$ cat config.mk
export PLATFORM = sky130hd
export DESIGN_NAME = fire_control_flat
export DESIGN_NICKNAME = d
export VERILOG_FILES = /design/src/rtl/fire_control_if.sv /design/src/rtl/fire_control.sv /design/src/flat_wrapper.sv
export SDC_FILE = /design/constraint.sdc
export NUM_CORES = 1
export LEC_CHECK = 0
export BUFFER_PORTS_ARGS = -buffer_cell sky130_fd_sc_hd__buf_2
export CAP_MARGIN = 20
export CORE_ASPECT_RATIO = 1.5
export CORE_MARGIN = 1.5
export CORE_UTILIZATION = 45
export CTS_CLUSTER_SIZE = 20
export DETAILED_ROUTE_END_ITERATION = 16
export PLACE_DENSITY_LB_ADDON = 0.08
export SYNTH_ARGS = -nofsm -noshare
export SYNTH_HDL_FRONTEND = slang
export SYNTH_SLANG_ARGS = --single-unit
$ cat constraint.sdc
create_clock -name clk -period 2.24 [get_ports clk]
set_input_delay 0.448 -clock clk [delete_from_list [all_inputs] [get_ports clk]]
set_output_delay 0.448 -clock clk [all_outputs]
set_load 0.1 [all_outputs]
$ cat src/rtl/fire_control_if.sv
// Shot/status bus between the keypad/placement stages, fire_control and the display stage.
`timescale 1ns/1ps
interface fire_control_if #(
  parameter int GRID_CELLS = 36,
  parameter int CNT_W      = 6
);
  logic                  fire;
  logic [GRID_CELLS-1:0] pressed_key;
  logic [GRID_CELLS-1:0] ships;
  logic [GRID_CELLS-1:0] hits;
  logic [GRID_CELLS-1:0] misses;
  logic [CNT_W-1:0]      shots_left;
  logic                  hit_pulse;
  logic                  miss_pulse;
  logic                  repeat_pulse;
  logic                  game_over;
  logic                  win;

  modport master (
    output fire, pressed_key, ships,
    input  hits, misses, shots_left, hit_pulse, miss_pulse, repeat_pulse, game_over, win
  );

  modport slave (
    input  fire, pressed_key, ships,
    output hits, misses, shots_left, hit_pulse, miss_pulse, repeat_pulse, game_over, win
  );
endinterface

$ cat src/rtl/fire_control.sv
// Battleship fire control: qualifies one-hot key presses as shots, keeps hit/miss grids
// and the shot budget, and decides win/loss against a ship map snapshotted at game start.
`timescale 1ns/1ps
module fire_control #(
  parameter int GRID_CELLS = 36,
  parameter int MAX_SHOTS  = 20,
  parameter int CNT_W      = 6
) (
  input  logic           clk,
  input  logic           reset,
  fire_control_if.slave  bus
);

  // state | meaning
  // IDLE  | waiting for fire=1 with a non-empty ship map
  // PLAY  | accepting shots; checks win/out-of-shots on registered grids
  // DONE  | game finished, outputs frozen until reset
  typedef enum logic [1:0] {IDLE, PLAY, DONE} state_t;

  localparam logic [GRID_CELLS-1:0] ONE = GRID_CELLS'(1);

  state_t                state;
  logic [GRID_CELLS-1:0] snap;
  logic [GRID_CELLS-1:0] prev_key;
  logic [GRID_CELLS-1:0] hits_q;
  logic [GRID_CELLS-1:0] misses_q;
  logic [CNT_W-1:0]      shots_q;
  logic                  hit_q;
  logic                  miss_q;
  logic                  rep_q;
  logic                  over_q;
  logic                  win_q;

  logic [GRID_CELLS-1:0] key;
  logic                  one_hot;
  logic                  key_evt;
  logic                  already;
  logic                  is_ship;
  logic                  all_hit;

  assign key     = bus.pressed_key;
  assign one_hot = (key != '0) && ((key & (key - ONE)) == '0);
  assign key_evt = one_hot && (key != prev_key);
  assign already = |(key & (hits_q | misses_q));
  assign is_ship = |(key & snap);
  assign all_hit = (hits_q & snap) == snap;

  always_ff @(posedge clk or negedge reset) begin
    if (!reset) begin
      state    <= IDLE;
      snap     <= '0;
      prev_key <= '0;
      hits_q   <= '0;
      misses_q <= '0;
      shots_q  <= CNT_W'(MAX_SHOTS);
      hit_q    <= 1'b0;
      miss_q   <= 1'b0;
      rep_q    <= 1'b0;
      over_q   <= 1'b0;
      win_q    <= 1'b0;
    end else begin
      prev_key <= key;
      hit_q    <= 1'b0;
      miss_q   <= 1'b0;
      rep_q    <= 1'b0;
      case (state)
        IDLE: begin
          if (bus.fire && (bus.ships != '0)) begin
            snap  <= bus.ships;
            state <= PLAY;
          end
        end
        PLAY: begin
          // End-of-game test runs on the already-updated grids, so it wins over a new shot.
          if (all_hit) begin
            state  <= DONE;
            over_q <= 1'b1;
            win_q  <= 1'b1;
          end else if (shots_q == '0) begin
            state  <= DONE;
            over_q <= 1'b1;
          end else if (bus.fire && key_evt) begin
            if (already) begin
              rep_q <= 1'b1;
            end else begin
              shots_q <= shots_q - CNT_W'(1);
              if (is_ship) begin
                hits_q <= hits_q | key;
                hit_q  <= 1'b1;
              end else begin
                misses_q <= misses_q | key;
                miss_q   <= 1'b1;
              end
            end
          end
        end
        DONE: state <= DONE;
        default: state <= IDLE;
      endcase
    end
  end

  assign bus.hits         = hits_q;
  assign bus.misses       = misses_q;
  assign bus.shots_left   = shots_q;
  assign bus.hit_pulse    = hit_q;
  assign bus.miss_pulse   = miss_q;
  assign bus.repeat_pulse = rep_q;
  assign bus.game_over    = over_q;
  assign bus.win          = win_q;

endmodule

$ cat src/flat_wrapper.sv
// flat-port wrapper written by rule: the top's interface ports become plain ports
module fire_control_flat 
#(
  parameter int GRID_CELLS = 36,
  parameter int MAX_SHOTS  = 20,
  parameter int CNT_W      = 6
)
  (clk, reset, bus_fire, bus_pressed_key, bus_ships, bus_hits, bus_misses, bus_shots_left, bus_hit_pulse, bus_miss_pulse, bus_repeat_pulse, bus_game_over, bus_win);
  fire_control_if #(.GRID_CELLS(GRID_CELLS), .CNT_W(CNT_W)) bus_i ();
  input  logic clk;
  input  logic reset;
  input wire logic [$bits(bus_i.fire)-1:0] bus_fire;
  input wire logic [$bits(bus_i.pressed_key)-1:0] bus_pressed_key;
  input wire logic [$bits(bus_i.ships)-1:0] bus_ships;
  output wire logic [$bits(bus_i.hits)-1:0] bus_hits;
  output wire logic [$bits(bus_i.misses)-1:0] bus_misses;
  output wire logic [$bits(bus_i.shots_left)-1:0] bus_shots_left;
  output wire logic [$bits(bus_i.hit_pulse)-1:0] bus_hit_pulse;
  output wire logic [$bits(bus_i.miss_pulse)-1:0] bus_miss_pulse;
  output wire logic [$bits(bus_i.repeat_pulse)-1:0] bus_repeat_pulse;
  output wire logic [$bits(bus_i.game_over)-1:0] bus_game_over;
  output wire logic [$bits(bus_i.win)-1:0] bus_win;
  assign bus_i.fire = bus_fire;
  assign bus_i.pressed_key = bus_pressed_key;
  assign bus_i.ships = bus_ships;
  assign bus_hits = bus_i.hits;
  assign bus_misses = bus_i.misses;
  assign bus_shots_left = bus_i.shots_left;
  assign bus_hit_pulse = bus_i.hit_pulse;
  assign bus_miss_pulse = bus_i.miss_pulse;
  assign bus_repeat_pulse = bus_i.repeat_pulse;
  assign bus_game_over = bus_i.game_over;
  assign bus_win = bus_i.win;
  fire_control #(.GRID_CELLS(GRID_CELLS), .MAX_SHOTS(MAX_SHOTS), .CNT_W(CNT_W)) u_core (.clk(clk), .reset(reset), .bus(bus_i));
endmodule
==> flow_summary.ini <==
[finish]
final_util_pct = 69.1
syn_to_final_growth_pct = 48.7
layout_commonest_cell = buf_4
nets = 1074
drive_above_1_share_pct = 51.4
antenna_cells = 0
final_cells = 1211
layout_common_cells = 229 x buf_4, 153 x dfrtp_1, 150 x buf_2

[cts]
cts_root_buffer = clkbuf_16
clockBufferDepth = 2
cts_buffers = 17
htreeDepth = 4
clk_pin_slew_ns = 0.07
cts_tree = done
worstSkewPairLatency_ns = 0.43
cts_sinks = 157

[synth]
yosysUniqueCellTypes = 62
synth_edf_count = 0
ys_ff_latch = 157
synth_cells = 623
synth_top_area_share_pct = 53.0
yosys_warnings = 0
synth_nets = 702
synth_flop_cell = dfrtp_1
syn_area_per_cell_um2 = 11.8
yosys-top-cells-area = dfrtp_1 53%, a31o_1 7.2%, mux2_2 5.5%
netlist.top_cell.by_area = dfrtp_1
async_reset_ff_share_pct = 100
seq_area_frac_synth_pct = 53.7
syn_area_um2 = 7320

[die]
fp-row-count = 56
ios = 158
die_h_um = 159
initial_core_util_pct = 46.5
core_area_um2 = 15800
chipWidth_um = 107
die_area_um2 = 17100

[worst_setup_path]
crit_type = in -> reg
crit_path_frequent_cell = buf_12
cp_top_family = simple AND/OR/NAND/NOR gates
cp.required_ns = 2.60
path_cells = buf_12 > nor4_4 > nand4_4 > or2_1 > a2111o_1 > a211oi_4 > and3_4 > buf_12 > a31o_1
cp_data_arrival_time_ns = 2.93
cp_slowest_cell = a2111o_1
worstPathBufferInverterCount = 2
max_stage_delay_ns = 0.49
worst_setup_path_end_kind = flop
worstSetupStartpointType = input port
path_max_fanout = 32

[routing]
totalWireLength_um = 28600
drc = 0
drtIter0Drc = 534
postRouteAntennaNets = 0
num_vias = 7087
wl_per_cell_um = 23.6
avgViaCountPerCell = 5.85
dr.pass1.iters = 6

[timing]
slew_headroom_pct = 53.7
setup_ws_ns = -0.338
skew_ns = 0.0118
post-route-period-util_pct = 115
worst_pin_slew_ns = 0.690
finalSetupViolations = 80
rsz0062_at_grt = true
hold_violations = 0
finalCriticalPeriod_ns = 2.58
max_freq_mhz = 388
slew_viol_final = 0

[power]
cellPowerDensity_nw_per_um2 = 796
peakVddDrop_mv = 0.682
p_leak_nw = 5.51

[global_route]
grt_max_degree = 44
grt_antenna_before_repair = 0
groute.usage.overall_pct = 34.1
grt_pass1_wl_um = 43000
grt-ovfl-total = 0
grt_pass1_vias = 7320

[outcome]
status = finished with violations
violations = setup timing

[job]
maxCapViolCount = 0

[placement]
gp_congestion = 0.998
hpwl_um = 21700
dp_cells = 1165
portBuffers = 157

[min_path]
hp-class = in -> reg
sequential cells by signal (all words and copies together), names as in the netlist:
register and flops:
u_core.bus.misses 36, u_core.bus.hit_pulse 1, u_core.bus.miss_pulse 1, u_core.bus.shots_left 6, u_core.bus.win 1, u_core.prev_key 36, u_core.bus.game_over 1, u_core.state 2
u_core.snap 36, u_core.bus.hits 36, u_core.bus.repeat_pulse 1
per-stage QoR:
step                      total power (W)  cell area, um^2  setup TNS [ns]  worst slack (ns)  hold slack, ns
after global placement            0.00569             9950          -59.14            -0.667           0.387
after detailed placement          0.00575             9950          -64.14            -0.731           0.394
after CTS                         0.00863            10700          -13.97            -0.222           0.263
after global routing              0.00900            10900          -29.89            -0.421           0.276
after floorplan                   0.00446             7370          -50.09            -0.661           0.152
final                             0.00866            10900          -22.85            -0.338           0.268
what timing repair did:
| item | CTS | global route |
|---|---|---|
| buffers inserted | 6 | 7 |
| gates resized for setup | 30 | 25 |
| setup endpoints to repair | 81 | 115 |
| pin swaps | 11 | 5 |
| endpoints found under the hold margin | 35 | 0 |
| hold buffers | 1 | 0 |
routing by layer:
layer | global-route usage (%) | wire length [um]
met1 | 40.4 | 10400
met2 | 59.0 | 14900
met3 | 4.91 | 1720
met4 | 18.1 | 1520
met5 | 0 | 0
synthesized netlist by cell type, types with 3 or more instances:
cell type	instances
a31o_2	12
a2111oi_0	3
nor4_1	27
a22oi_1	11
nand2b_1	19
clkbuf_1	35
nand2_1	11
mux2_2	36
o21ai_0	42
xor2_1	36
a31o_1	60
a221oi_1	4
a22o_1	4
a31oi_1	3
nor3_1	12
ha_1	4
nor2_1	10
buf_12	7
buf_2	3
and3_1	4
or3_1	4
xnor2_1	5
o2111ai_1	7
o22ai_1	7
inv_1	26
dfrtp_1	155
nand3_1	6
nand4_1	22
layout make-up:
type / count / area, um^2
timing repair buffer: 403 / 2840
tap: 203 / 254
clock inverter: 11 / 108
sequential: 157 / 3930
multi-input combinational: 390 / 3180
fill: 1229 / 4870
inverter: 26 / 97.6
clock buffer: 21 / 470
path summary, 6_finish.rpt:
path                                                      startpoint                              endpoint  slack (ns)  cells after the start
worst max-delay path                              bus_pressed_key[1]     u_core.bus.misses[14]$_DFFE_PN0P_       -0.34                      9
worst min-delay path                                   bus_ships[14]           u_core.snap[14]$_DFFE_PN0P_        0.27                      2
worst max register to register       u_core.bus.hits[13]$_DFFE_PN0P_     u_core.bus.misses[14]$_DFFE_PN0P_       -0.24                      9
worst min register to register  u_core.bus.shots_left[5]$_DFFE_PN0P_  u_core.bus.shots_left[5]$_DFFE_PN0P_        0.48                      1
max in group asynchronous                                      reset  u_core.bus.shots_left[2]$_DFFE_PN1P_        1.09                      3
min in group asynchronous                                      reset         u_core.prev_key[14]$_DFF_PN0_        0.52                      2
kinds of logic (layout without fill, tap and decap cells):
family                     Yosys count  in the layout  share of synthesized area (%)
adders and majority gates            5              5                          0.820
buffers and inverters               76            461                           5.71
DFF                                157            157                           53.7
muxes                               38             38                           5.81
xor gates and xnor gates            41             41                           4.90
and+or+nand+nor                    132            132                           11.0
AOI/OAI and AO/OA                  174            174                           18.1
worst register-to-register path, delay by kind of cell, from the launching register on:
kind,cells,cell delay (ns)
AO/OA/AOI/OAI,2,0.45
buffers and inverters,2,0.36
flip-flops,1,0.39
AND/OR/NAND/NOR,5,1.21
power by group:
part           switching, W  leakage (nW)  total (W)  internal [W]
Combinational       0.00109          3.24    0.00236       0.00127
Sequential         0.000232          2.01    0.00346       0.00322
Clock               0.00122         0.269    0.00285       0.00163
Total               0.00254          5.51    0.00866       0.00612
No activity file was read; power rests on OpenSTA's default activity.
